--- config.mk ---
export PLATFORM = sky130hd
export DESIGN_NAME = tick_timer
export DESIGN_NICKNAME = d
export VERILOG_FILES = /design/src/rtl/tick_timer.sv
export SDC_FILE = /design/constraint.sdc
export NUM_CORES = 1
export LEC_CHECK = 0
export BUFFER_PORTS_ARGS = -buffer_cell sky130_fd_sc_hd__buf_4
export CAP_MARGIN = 20
export CORE_AREA = 2 2 39 41
export DETAILED_ROUTE_END_ITERATION = 6
export DIE_AREA = 0 0 41 43
export HOLD_SLACK_MARGIN = 0.02
export RECOVER_POWER = 25
export REMOVE_ABC_BUFFERS = 1
export SLEW_MARGIN = 25
export SYNTH_ARGS = -nofsm -noshare
export SYNTH_HDL_FRONTEND = slang
export SYNTH_SLANG_ARGS = --single-unit
--- constraint.sdc ---
create_clock -name clk -period 2.8 [get_ports clk]
set_clock_uncertainty 0.1 [all_clocks]
set_input_delay 0.14 -clock clk [delete_from_list [all_inputs] [get_ports clk]]
set_output_delay 0.14 -clock clk [all_outputs]
set_load 0.05 [all_outputs]
--- src/rtl/tick_timer.sv ---
// -----------------------------------------------------------------------------
// tick_timer
//
// Single-shot, reloadable interval timer used by the Morse symbol receiver to
// time press/release durations. While set_i is high the timer is held in its
// loaded state. Once set_i drops it counts clock ticks and raises a sticky
// expired_o after exactly TICK_COUNT ticks with set_i low. The count saturates
// at TICK_COUNT; only set_i or reset re-arms the timer.
//
// Ports:
//   clk        in   rising-edge clock
//   resetn     in   asynchronous reset, ACTIVE HIGH (name inherited)
//   set_i      in   1 = hold/reload (clear count and flag), 0 = run
//   expired_o  out  registered expiry flag, sticky until reload or reset
//   count_o    out  elapsed tick count (CNT_W bits), saturates at TICK_COUNT
// -----------------------------------------------------------------------------
module tick_timer #(
   parameter int TICK_COUNT = 16
) (
   input  logic                                    clk,
   input  logic                                    resetn,
   input  logic                                    set_i,
   output logic                                    expired_o,
   output logic [$clog2(64'(TICK_COUNT) + 64'd1)-1:0] count_o
);

   // Widened to 64 bits so TICK_COUNT = 2^31-1 does not overflow the +1.
   localparam int CNT_W = $clog2(64'(TICK_COUNT) + 64'd1);
   localparam logic [CNT_W-1:0] TC_VAL = CNT_W'(TICK_COUNT);

   // A zero or negative interval has no meaningful expiry point.
   if (TICK_COUNT < 1) begin : g_bad_tick_count
      $fatal(1, "tick_timer: TICK_COUNT must be >= 1");
   end

   typedef enum logic {
      ST_ARMED   = 1'b0,
      ST_EXPIRED = 1'b1
   } state_t;

   state_t           state_q;
   state_t           state_d;
   logic [CNT_W-1:0] cnt_q;
   logic [CNT_W-1:0] cnt_d;

   // Next-state logic: reload beats counting; the count stops at TC_VAL.
   always_comb begin
      cnt_d   = cnt_q;
      state_d = state_q;
      if (set_i) begin
         cnt_d   = {CNT_W{1'b0}};
         state_d = ST_ARMED;
      end else if (cnt_q != TC_VAL) begin
         cnt_d   = cnt_q + CNT_W'(1);
         state_d = ((cnt_q + CNT_W'(1)) == TC_VAL) ? ST_EXPIRED : ST_ARMED;
      end else begin
         // Saturated: hold count, stay expired (no wrap, no re-trigger).
         cnt_d   = cnt_q;
         state_d = ST_EXPIRED;
      end
   end

   // State and counter registers with asynchronous active-high reset.
   always_ff @(posedge clk or posedge resetn) begin
      if (resetn) begin
         cnt_q   <= {CNT_W{1'b0}};
         state_q <= ST_ARMED;
      end else begin
         cnt_q   <= cnt_d;
         state_q <= state_d;
      end
   end

   assign expired_o = (state_q == ST_EXPIRED);
   assign count_o   = cnt_q;

endmodule

=== After elaboration in Yosys (flattened, before gate mapping) ===
Index checks and enable logic that the tools add are counted.

* Bits in registers: 6
* Bits of input ports: 3

* Add/subtract/negate cells: 1
* Eq/ne operators: 2
* Mux-type cells: 5
* Reductions and logical operators: 1

{| class="wikitable"
|+ Operator list
! cell !! number
|-
| $mux W5 || 2
|-
| $add A5 B1 Y5 const B || 1
|-
| $eq A5 B5 Y1 const B || 1
|-
| $ne A5 B5 Y1 const B || 1
|-
| $mux W1 || 3
|-
| $reduce_bool A2 Y1 || 1
|}

=== Depth between registers and ports, before layout ===
* Depth after elaboration: 5
* Gate-level depth with buffers: 5
* Depth with buffers taken out: 5

=== Worst setup path before layout ===
OpenSTA, ideal clock, no wires.

* Path type: flip-flop to flip-flop
* Start point: reg cnt_q[1], in the netlist count_o[1]
* End point: reg state_q, in the netlist expired_o
* Setup time: 0.104 ns
* Data arrival time: 1.564 ns
* Data required time: 2.596 ns
* Path slack: 1.033 ns
* Cell stages (with the launch flop): 5
* Buffers on the path: 0
* Cell sequence: dfrtp_1 > ha_1 > nand3_2 > xor2_1 > o41ai_2

* Cells in the longest elaborated chain, start to end: 5
* Elaborated cells on any way between the ends: 6

{| class="wikitable"
|+ RTL lines
! what !! RTL line !! RTL
|-
| from (decl) || 43 || <nowiki>logic [CNT_W-1:0] cnt_q;</nowiki>
|-
| from (signal assigned) || 66 || <nowiki>cnt_q <= {CNT_W{1'b0}};</nowiki>
|-
| from (signal assigned) || 69 || <nowiki>cnt_q <= cnt_d;</nowiki>
|-
| $add A5 B1 Y5 || 55 || <nowiki>state_d = ((cnt_q + CNT_W'(1)) == TC_VAL) ? ST_EXPIRED : ST_ARMED;</nowiki>
|-
| $eq A5 B5 Y1 || 55 ||
|-
| $mux W1 || 55 ||
|-
| $mux W1 (*) || 53 || <nowiki>end else if (cnt_q != TC_VAL) begin</nowiki>
|-
| $mux W1 (*) || 50 || <nowiki>if (set_i) begin</nowiki>
|-
| net state_d || 42 || <nowiki>state_t state_d;</nowiki>
|-
| to (signal assigned) || 70 || <nowiki>state_q <= state_d;</nowiki>
|-
| to (decl) || 41 || <nowiki>state_t state_q;</nowiki>
|}

The timed path passes the listed nets; every way through them passes the cells marked *.
A chain may end at the register's enable or synchronous reset.

=== Worst setup path after layout ===
Ends and elaborated chain as after synthesis.

==> impl_metrics.toml <==
[sta]
hold_violations = 0
setup_viol = 0
fmax_ghz = 0.649
min_period_over_period_pct = 55.1
rsz0062_at_grt = "no"
drv_slew = 0
worstMarginPinSlew_ns = 0.273
tns_ns = 0
min_period_ns = 1.54
slew_headroom_pct = 81.8
hold_slack_ns = 0.269

[cts]
tritoncts = "done"
clkSlewWorstSetupHoldPaths_ns = 0.04
cts.sinks = 6
clk_latency_ns = 0.24
clock_path_buffers = 2
cts.htree.levels = 1
cts_buffers = 3
root_buffer = "clkbuf_4"

[power]
p_comb_share_pct = 18.9
powerDensity_nw_per_um2 = 463
finalPower_mw = 0.220
p_sw_share_pct = 29.6
sequentialPowerShare_pct = 45.0
p_int_mw = 0.155
p_clk_share_pct = 36.1
power.leakage_nw = 0.227
ir_worst_vdd_mv = 0.179
switching_power_mw = 0.0650

[critical_path]
slowest_delay_ns = 0.49
critical_path_cell_count = 4
crit_fanout = 8
path_cells = "ha_1 > nand3_2 > xor2_1 > o41ai_2"
crit_end = "expired_o"
worstSetupEndpointType = "register"
worstPathArrival_ns = 1.58
r2r_start = "count_o[1]"
r2r_end = "expired_o"
reg2reg_depth = 4
path_class = "reg -> reg"
critPathRequiredTime_ns = 2.84
crit_family = "flip-flops"
cp-start-kind = "register"
critPathSlowestCell = "dfrtp_1"
path_buf_inv = 0
rrSetupSlack_ns = 1.26
startpoint = "count_o[1]"

[synthesis]
synthSimpleGateAreaFrac_pct = 20.6
yosysWarnings = 0
synthDominantCellAreaShare_pct = 42.6
syn-mean-instance-area_um2 = 10.7
seq_area_frac_synth_pct = 42.6
yosys.area.top_type = "dfrtp_1"
synth.area.mux_share_pct = 2.84
synth_seq_cells = 6
synthAdderAreaFrac_pct = 10.6
synth_top_family_by_area = "simple AND/OR/NAND/NOR gates"
yosys-top-cells-area = "dfrtp_1 (43%), ha_1 (11%), xnor2_1 (5.0%)"
synth_xor_area_share_pct = 9.93
postSynthCellCount = 33
synth_compound_area_share_pct = 9.22
netlist_area_um2 = 353
ys_types = 17

[cells_and_area]
area_growth_pct = 34.8
layout.nets = 54
layout_commonest_cell = "buf_4"
fillerInstances = 156
final_cell_mix = "buf_4 (7), dfrtp_1 (6), nor2_1 (4), inv_1 (4), clkbuf_4 (4)"
antenna_cells = 0
multi_input_area_um2 = 188
drive_gt1_share_pct = 32.6
ff_latch_area_um2 = 150

[global_route]
use_met2_pct = 12.5
grt_max_degree = 9
gr-usage-all-layers_pct = 10.2
grt.overflow.total = 0
antenna_found_initial = 0
grt.busiest_layer = "met1"
grt_pass1_vias = 247
use_met1_pct = 14.1
grtUsageMet3_pct = 7.85
grt_pass1_wl_um = 1150

[floorplan]
die_w_um = 41
initial_utilization_pct = 25.5
rows = 14
core_area_um2 = 1380
die_y_um = 43
dieArea_um2 = 1760
num_io_pins = 9

[drt]
routed_wirelength_um = 678
routed-via-count = 283
drt_iter0_drc = 0
antenna_left = 0
wl_per_cell_um = 10.9
viasPerCell = 4.56
dr.pass1.iters = 1
drc = 0

[place]
io_buffers = 8
dp_hpwl_um = 491
gp_congestion = 0.709

[outcome]
status = "complete, no violations"

[flow_run]
max_cap_viol_count = 0

[worst_hold_path]
hold_class = "in -> async"
==> how the worst min path moves through the flow <==
stage	end	slack, ns	start
after global placement	count_o[0]	-0.02	resetn
after floorplan	count_o[0]	-0.17	resetn
after CTS	count_o[0]	0.27	resetn
final	count_o[4]	0.27	resetn
after detailed placement	count_o[0]	-0.01	resetn
after global routing	count_o[0]	0.29	resetn
==> logic make-up after synthesis <==
logic type / count (synthesis)
compound gates: 3
simple gates: 12
xor+xnor: 4
mux: 1
buf+inv: 4
fa+ha+maj: 3
flops: 6
==> synthesized netlist by cell type (all sizes together) <==
cell and count:
and2 1, nor3 2, a31oi 1, and4bb 1, ha 3, dfrtp 6, xor2 2, a21bo 1
nand2b 1, nor2 4, nand3b 1, o41ai 1, mux2i 1, nand3 2, inv 4, xnor2 2
==> state kept, by name, indices dropped and copies added (netlist names) <==
register   cells
count_o        5
expired_o      1
==> through the flow <==
stage	instance area [um^2]	instances	util [%]	setup slack [ns]
floorplan	353	33	-	1.03
global placement	433	57	31.3	1.29
detailed placement	433	57	31.3	1.26
CTS	475	62	34.4	1.24
global route	475	62	34.4	1.13
finish	475	62	34.4	1.26
==> worst reg2reg max path, stage by stage, from the launching register on <==
cell,delay [ns]
dfrtp_1,0.49
ha_1,0.30
nand3_2,0.10
xor2_1,0.17
o41ai_2,0.28
==> power by group through the flow <==
| stage | clock (mW) | combinational (mW) | sequential, mW |
|---|---|---|---|
| after floorplan | 0 | 0.0145 | 0.111 |
| after global placement | 0 | 0.0393 | 0.100 |
| after detailed placement | 0 | 0.0401 | 0.100 |
| after CTS | 0.0843 | 0.0424 | 0.0989 |
| after global routing | 0.0897 | 0.0458 | 0.0998 |
| final | 0.0794 | 0.0416 | 0.0990 |
==> what timing repair did <==
item / CTS / global route
endpoints found under the hold margin: 11 / 0
buffers inserted: 0 / 0
gates resized for setup: 0 / 0
hold buffers: 2 / 0
==> layout make-up <==
class / count / share of cell area [%]
clock buffers: 3 / 4.74
inverters: 4 / 3.16
well taps: 16 / 4.21
flip-flops and latches: 6 / 31.6
repair buffers: 10 / 16.8
multi-input cells: 23 / 39.5
==> routing by layer <==
metal	share of wire, %	routed length, um	vias to the layer above
met2	44	295	11
li1	-	-	137
met4	0	0	0
met5	0	0	-
met1	48	325	135
met3	8.4	57	0
Note: power is estimated with default switching activity, not from simulation.
